--- src/rtl/gem_cluster_lut_scheduler.sv ---
// gem_cluster_lut_scheduler: shares one GEM cluster->CSC wire/xky LUT converter
// across all cluster slots of a BX frame and aligns its results into per-slot registers.
//
// Ports:
//   clock, reset_n            40 MHz clock, asynchronous active-low reset
//   bx_strobe                 1-clk pulse, clst_in/clst_vpf_in hold a new frame
//   clst_in, clst_vpf_in      MXCLST 14-bit cluster words and their valid bits
//   lut_cluster, lut_vpf      cluster word and issue strobe to the converter
//   lut_wire_*, lut_xky_*,    converter results, valid LUT_LAT clks after issue
//   lut_me1a
//   res_wire_*, res_xky_*,    per-slot result registers
//   res_me1a, res_valid
//   frame_done                1-clk pulse, every issued result captured
//   busy                      frame in progress (capture through frame_done)
//   overflow                  1-clk pulse, bx_strobe seen while issuing/draining
//
// Build option: define GEM_SCHED_ABORT_EN to make a strobe during a frame
// abort that frame and start the new one; otherwise the new frame is dropped.

module gem_cluster_lut_scheduler #(
    parameter int MXCLST   = 8,
    parameter int MXCLSTB  = 3,
    parameter int WIREBITS = 7,
    parameter int MXXKYB   = 10,
    parameter int LUT_LAT  = 1
) (
    input  logic                         clock,
    input  logic                         reset_n,
    input  logic                         bx_strobe,
    input  logic [14*MXCLST-1:0]         clst_in,
    input  logic [MXCLST-1:0]            clst_vpf_in,
    output logic [13:0]                  lut_cluster,
    output logic                         lut_vpf,
    input  logic [WIREBITS-1:0]          lut_wire_lo,
    input  logic [WIREBITS-1:0]          lut_wire_hi,
    input  logic [WIREBITS-1:0]          lut_wire_mi,
    input  logic [MXXKYB-1:0]            lut_xky_lo,
    input  logic [MXXKYB-1:0]            lut_xky_hi,
    input  logic [MXXKYB-1:0]            lut_xky_mi,
    input  logic                         lut_me1a,
    output logic [WIREBITS*MXCLST-1:0]   res_wire_lo,
    output logic [WIREBITS*MXCLST-1:0]   res_wire_hi,
    output logic [WIREBITS*MXCLST-1:0]   res_wire_mi,
    output logic [MXXKYB*MXCLST-1:0]     res_xky_lo,
    output logic [MXXKYB*MXCLST-1:0]     res_xky_hi,
    output logic [MXXKYB*MXCLST-1:0]     res_xky_mi,
    output logic [MXCLST-1:0]            res_me1a,
    output logic [MXCLST-1:0]            res_valid,
    output logic                         frame_done,
    output logic                         busy,
    output logic                         overflow
);

    typedef enum logic [1:0] {
        S_IDLE,
        S_ISSUE,
        S_DRAIN,
        S_DONE
    } state_t;

    localparam logic [1:0] LAT_M1 = 2'(LUT_LAT - 1);

    state_t                          r_state;
    state_t                          w_state_nxt;
    logic [1:0]                      r_cnt;
    logic [MXCLST-1:0][13:0]         r_shadow;
    logic [MXCLST-1:0]               r_pend;
    logic [13:0]                     r_lut_cluster;
    logic                            r_ovf;

    // Stage 0 is concurrent with lut_vpf; stage LUT_LAT lines up with the
    // converter result for that issue.
    logic [LUT_LAT:0]                r_dl_v;
    logic [LUT_LAT:0][MXCLSTB-1:0]   r_dl_s;

    logic [MXCLST-1:0][WIREBITS-1:0] r_wlo;
    logic [MXCLST-1:0][WIREBITS-1:0] r_whi;
    logic [MXCLST-1:0][WIREBITS-1:0] r_wmi;
    logic [MXCLST-1:0][MXXKYB-1:0]   r_xlo;
    logic [MXCLST-1:0][MXXKYB-1:0]   r_xhi;
    logic [MXCLST-1:0][MXXKYB-1:0]   r_xmi;
    logic [MXCLST-1:0]               r_me1a;
    logic [MXCLST-1:0]               r_valid;

    logic                            w_busy_st;
    logic                            w_accept;
    logic                            w_issue;
    logic                            w_ovf;
    logic [MXCLSTB-1:0]              w_slot;
    logic [MXCLSTB-1:0]              w_rslot;

    // Lowest-index pending slot.
    always_comb begin
        w_slot = '0;
        for (int i = MXCLST - 1; i >= 0; i--) begin
            if (r_pend[i]) begin
                w_slot = MXCLSTB'(i);
            end
        end
    end

    always_comb begin
        w_busy_st = (r_state == S_ISSUE) || (r_state == S_DRAIN);
        w_ovf     = bx_strobe && w_busy_st;
`ifdef GEM_SCHED_ABORT_EN
        w_accept  = bx_strobe;
`else
        w_accept  = bx_strobe && !w_busy_st;
`endif
        w_issue     = (r_state == S_ISSUE) && (|r_pend) && !w_accept;
        w_state_nxt = r_state;
        if (w_accept) begin
            w_state_nxt = S_ISSUE;
        end else begin
            unique case (r_state)
                S_IDLE:  w_state_nxt = S_IDLE;
                S_ISSUE: if (r_pend == '0) w_state_nxt = S_DRAIN;
                S_DRAIN: if (r_cnt == LAT_M1) w_state_nxt = S_DONE;
                S_DONE:  w_state_nxt = S_IDLE;
                default: w_state_nxt = S_IDLE;
            endcase
        end
    end

    always_ff @(posedge clock or negedge reset_n) begin
        if (!reset_n) begin
            r_state  <= S_IDLE;
            r_cnt    <= 2'd0;
            r_shadow <= '0;
            r_pend   <= '0;
            r_ovf    <= 1'b0;
        end else begin
            r_state <= w_state_nxt;
            r_cnt   <= (r_state == S_DRAIN) ? r_cnt + 2'd1 : 2'd0;
            r_ovf   <= w_ovf;
            if (w_accept) begin
                r_shadow <= clst_in;
                r_pend   <= clst_vpf_in;
            end else if (w_issue) begin
                // Clear the lowest set bit, i.e. the slot being issued.
                r_pend <= r_pend & (r_pend - MXCLST'(1));
            end
        end
    end

    always_ff @(posedge clock or negedge reset_n) begin
        if (!reset_n) begin
            r_lut_cluster <= '0;
            r_dl_v        <= '0;
            r_dl_s        <= '0;
        end else begin
            if (w_issue) begin
                r_lut_cluster <= r_shadow[w_slot];
            end
            r_dl_v[0] <= w_issue;
            r_dl_s[0] <= w_slot;
            for (int i = 1; i <= LUT_LAT; i++) begin
                // A new capture flushes anything still in flight.
                r_dl_v[i] <= r_dl_v[i-1] && !w_accept;
                r_dl_s[i] <= r_dl_s[i-1];
            end
        end
    end

    assign w_rslot = r_dl_s[LUT_LAT];

    always_ff @(posedge clock or negedge reset_n) begin
        if (!reset_n) begin
            r_wlo   <= '0;
            r_whi   <= '0;
            r_wmi   <= '0;
            r_xlo   <= '0;
            r_xhi   <= '0;
            r_xmi   <= '0;
            r_me1a  <= '0;
            r_valid <= '0;
        end else if (w_accept) begin
            r_valid <= '0;
        end else if (r_dl_v[LUT_LAT]) begin
            r_wlo[w_rslot]   <= lut_wire_lo;
            r_whi[w_rslot]   <= lut_wire_hi;
            r_wmi[w_rslot]   <= lut_wire_mi;
            r_xlo[w_rslot]   <= lut_xky_lo;
            r_xhi[w_rslot]   <= lut_xky_hi;
            r_xmi[w_rslot]   <= lut_xky_mi;
            r_me1a[w_rslot]  <= lut_me1a;
            r_valid[w_rslot] <= 1'b1;
        end
    end

    assign lut_cluster = r_lut_cluster;
    assign lut_vpf     = r_dl_v[0];
    assign res_wire_lo = r_wlo;
    assign res_wire_hi = r_whi;
    assign res_wire_mi = r_wmi;
    assign res_xky_lo  = r_xlo;
    assign res_xky_hi  = r_xhi;
    assign res_xky_mi  = r_xmi;
    assign res_me1a    = r_me1a;
    assign res_valid   = r_valid;
    assign frame_done  = (r_state == S_DONE);
    assign busy        = (r_state != S_IDLE);
    assign overflow    = r_ovf;

endmodule

--- config.mk ---
export PLATFORM = sky130hd
export DESIGN_NAME = gem_cluster_lut_scheduler
export DESIGN_NICKNAME = d
export VERILOG_FILES = /design/src/rtl/gem_cluster_lut_scheduler.sv
export SDC_FILE = /design/constraint.sdc
export NUM_CORES = 1
export LEC_CHECK = 0
export ABC_AREA = 0
export CORE_MARGIN = 10
export CORE_UTILIZATION = 35
export DETAILED_ROUTE_END_ITERATION = 10
export GPL_ROUTABILITY_DRIVEN = 0
export SLEW_MARGIN = 10
export SYNTH_ARGS = -nofsm -noshare
export SYNTH_HDL_FRONTEND = slang
export SYNTH_SLANG_ARGS = --single-unit
--- constraint.sdc ---
create_clock -name clock -period 3.5 [get_ports clock]
set_input_delay 1.05 -clock clock [delete_from_list [all_inputs] [get_ports clock]]
set_output_delay 1.05 -clock clock [all_outputs]
set_load 0.1 [all_outputs]
# After elaboration in Yosys (flattened, before gate mapping)
# Index checks and enable logic that the tools add are counted.
# W data, S select, Z words.
[totals]
elab_cells = 130
ff_bits = 571
[op_classes]
n_eq_ne = 5
mux = 32
n_addsub = 2
n_lt_le_gt_ge = 3
reduce_logical = 19
n_bitwise = 3
[op_table]
columns = ["operator", "count"]
rows = [
  ["$bwmux W80", 3],
  ["$bwmux W56", 3],
  ["$bmux W14 S3", 1],
  ["$mux W8", 4],
  ["$demux W10 S3", 1],
  ["$mux W3", 8],
  ["$demux W7 S3", 1],
  ["$mux W14", 1],
  ["$mux W10", 1],
  ["$and A8 B8 Y8", 1],
  ["$bwmux W8", 1],
  ["$logic_not A8 Y1", 1],
  ["$lt A3 B4 Y1 const B", 2],
  ["$mux W2", 4],
  ["$or A8 B8 Y8", 1],
  ["$reduce_or A8 Y1", 1],
  ["$sub A8 B1 Y8 const B", 1],
  ["$mux W7", 1],
  ["$logic_and A1 B1 Y1", 6],
  ["$ne A3 B2 Y1 const B", 2],
  ["$pmux W2 S3", 1],
  ["$reduce_bool A2 Y1", 3],
  ["$eq A2 B2 Y1 const B", 2],
  ["$logic_not A2 Y1", 2],
  ["other kinds (10)", 12],
]

# Logic depth before layout (Yosys ltp)
[logic_depth]
depth_word = 10
mapped_depth = 9

# Least setup slack after synthesis
# No wires, ideal clock.
[synth_timing]
kind = "input to register"
startpoint = "in bx_strobe"
endpoint = "reg r_me1a[0] (netlist: res_me1a[0])"
stages = 5
setup_slack_ns = 1.074
arrival_ns = 2.301
required_time_ns = 3.375
cell_sequence = "nor2b_1 > buf_2 > nor4_4 > buf_2 > mux2_2"
[synth_via]
elab_chain_len = 3
[synth_rtl]
columns = ["element", "line", "rtl"]
rows = [
  ["start, declared", "29", "input logic bx_strobe,"],
  ["$logic_and A1 B1 Y1", "108", "w_accept = bx_strobe && !w_busy_st;"],
  ["$not A1 Y1 (no line)", "n/a", ""],
  ["$reduce_and A2 Y1 (no line)", "n/a", ""],
  ["end signal, assigned by index", "186", "r_me1a[w_rslot] <= lut_me1a;"],
  ["end, declared", "82", "logic [MXCLST-1:0] r_me1a;"],
]
# Every way passes these cells.
# A chain may end at the register's enable or synchronous reset.

# Worst setup path after layout
[layout_timing]
startpoint = "reg r_state[0]"
endpoint = "out busy"
[layout_via]
elab_chain_len = 1
[layout_rtl]
columns = ["element", "line", "rtl"]
rows = [
  ["start, declared", "63", "state_t r_state;"],
  ["start signal, assigned", "133", "r_state <= w_state_nxt;"],
  ["$reduce_bool A2 Y1", "202", "assign busy = (r_state != S_IDLE);"],
  ["end, declared", "50", "output logic busy,"],
]
# Every way passes these cells.

==> summary.md <==
| Metric | Value |
|---|---|
| Clock transition at path regs | `0.06 ns` |
| Final WL | `80500 um` |
| HPWL after detailed placement | `60100 um` |
| Vias in the first global route | `between 15000 and 20000` |
| Yosys warnings | `0` |
| Core area | `roughly 0.063 mm^2` |
| Largest net degree at the start of global routing | `130` |
| Final Cycle Share | `approximately four fifths` |
| Ys async rst share | `100%` |
| Chip width | `274 um` |
| Ant. Diodes | `0` |
| Kind of end point of the critical path | `output pin` |
| RSZ-0062 raised after global routing | `false` |
| Crit. Startpoint | `r_state[0]$_DFFE_PN0P_` |
| Worst Hold Class | `reg2reg` |
| Sequential cell area | `0.0143 mm^2` |
| Seq/Total Area, Yosys | `63.5%` |
| Syn Inst Count | `1697` |
| Element type at the critical path start | `flip-flop` |
| Via count | `16200` |
| Global-route wire length before repair | `approximately 120000 um` |
| Reg2reg start | `r_state[0]$_DFFE_PN0P_` |
| Yosys cell types | `51` |
| Antenna violations before repair | `0` |
| Placed Cells incl. Taps | `3112` |
| CTS resizes | `0` |
| EDFF count, synth | `0` |
| Worst-Skew Late Latency | `0.61 ns` |
| Top cells by area, synth | `dfrtp_1 64%, mux2_1 12%, mux2_2 9.0%` |
| Initial DRC count | `1018` |
| Hold Buf Count CTS | `0` |
| Fmax | `363 MHz` |
| Total GRT Usage | `20.9%` |
| Slew headroom | `36.3%` |
| Avg Vias per Cell | `5.02` |
| H-tree levels | `2` |
| Post-CTS Setup Inserts | `0` |
| Syn Area/Cell | `13.3 um^2` |
| Placed Area | `0.0288 mm^2` |
| Final hold vios | `0` |
| Layout filler cell count | `between 5000 and 6000` |
| Yosys top cell area share | `63.5%` |
| CP max FO | `4` |
| Site row count | `92` |
| Clock root cell | `clkbuf_16` |
| Pins Over Slew Limit | `0` |
| Share of cells above drive strength 1 | `between 30% and 40%` |
| Fin nets | `2509` |
| Actual slew at the worst max-slew pin | `0.955 ns` |
| Worst path arrival time | `1.71 ns` |
| Net Count, Synth | `approximately 1900` |
| Area growth, synth to finish | `36.8%` |
| CTS tree | `yes` |
| 1st-pass router iterations | `5` |
| Final ANT Viol Nets | `0` |
| Status | `finished, final reports clean` |
| #FFs+latches synth | `571` |
| Most common cell in the synthesized netlist | `dfrtp_1` |
| Crit Path Category | `reg2out` |
| Crit path required time | `2.45 ns` |
| Port Buffers | `616` |
| Setup TNS | `0 ns` |
| TritonCTS Buffers | `59` |
| Multi-input logic area | `a little under 0.008 mm^2` |
| Wirelength per Cell | `around 25 um` |
| Ports | `between 600 and 700` |
| Mapped cell area | `~0.022 mm^2` |
| Design area | `a little over 0.03 mm^2` |
| Grt total ovfl | `0` |
| Initial Utilization | `35.5%` |
| Final setup viols | `0` |
| Final std cells w/o fill | `3219` |
| Dominant cell type by area after synthesis | `dfrtp_1` |
| Maxcap violations | `0` |
| Clk_skew | `0.0173 ns` |
| Die Ht | `around 270 um` |
| Max Root-Sink Buffers | `3` |
| Fin util | `48.6%` |
| Synth Flop Type | `dfrtp_1` |
| HP Start | `r_dl_s[0]$_DFF_PN0_` |
| Die area | `0.0748 mm^2` |
| Clock period minus worst slack | `2.76 ns` |
| Post-route DRC | `0` |
| Synth cell count leaders | `571 x dfrtp_1, 379 x nand2_1, 240 x mux2_1, 179 x mux2_2, 45 x buf_2` |
| Clk sinks | `571` |
## logic make-up after synthesis
family	Yosys count	synth area share, %
AO/OA/AOI/OAI	125	3.87
multiplexers	428	21.5
flip-flops	571	63.5
adder cells (fa/ha/maj)	7	0.389
AND/OR/NAND/NOR	461	8.64
buffers and inverters	105	2.10
## critical path: stages, from the launching register on
cell	delay, ns
dfrtp_1	0.41
inv_1	0.12
ha_1	0.22
inv_1	0.07
buf_4	0.29
## registers in the layout, summed over array words and instances (netlist names)
signal       flops
r_shadow       112
lut_cluster     14
res_me1a         8
res_wire_lo     56
r_cnt            2
res_wire_mi     56
res_valid        8
r_state          2
res_xky_lo      80
res_wire_hi     56
r_dl_s           3
overflow         1
res_xky_mi      80
w_rslot          3
r_pend           8
r_dl_v           2
res_xky_hi      80
## routing by layer
| layer | wire (um) | vias to the layer above | track usage (%) | part of all wire (%) |
|---|---|---|---|---|
| met2 | 40600 | 552 | 36.6 | 50 |
| met5 | 0 | - | 0 | 0 |
| met1 | 32600 | 8406 | 25.3 | 40 |
| met4 | 2050 | 0 | 5.50 | 2.5 |
| met3 | 5300 | 96 | 5.09 | 6.6 |
| li1 | - | 7107 | - | - |
## area by class of cell
class,instances,area share (%)
flip-flops and latches,571,46.4
multi-input cells,1021,25.3
repair buffers,660,18.3
clock buffers,86,5.55
well taps,846,3.44
clock inverters,21,0.825
inverters,14,0.171
## layout by cell type, fill, tap and decap left out, types with 18 or more instances in the layout
cell type,count
clkbuf_16,60
buf_12,18
clkdlybuf4s50_1,173
nand3_1,42
buf_4,468
o21ai_0,40
a21oi_1,19
nand2_1,378
mux2_1,240
dfrtp_1,571
mux2_2,179
## metrics by stage
step | hold WS, ns | setup WS (ns)
floorplan | 0.331 | 1.07
global placement | 0.331 | 0.293
detailed placement | 0.335 | 0.250
CTS | 0.348 | 0.694
global route | 0.357 | 0.637
finish | 0.347 | 0.742
## path summary, 6_finish.rpt
kind,to,depth (start not counted),slack [ns]
min,w_rslot[0]$_DFF_PN0_,0,0.35
min reg2reg,w_rslot[0]$_DFF_PN0_,0,0.35
max reg2reg,res_xky_hi[45]$_DFFE_PN0P_,7,0.89
max in group asynchronous,res_wire_lo[31]$_DFFE_PN0P_,3,2.03
max,busy,4,0.74
min in group asynchronous,res_wire_lo[36]$_DFFE_PN0P_,1,0.40
Power is left out: the tool's default activity adds up to more than one toggle a clock period on the data nets, which glitch-free logic cannot reach.
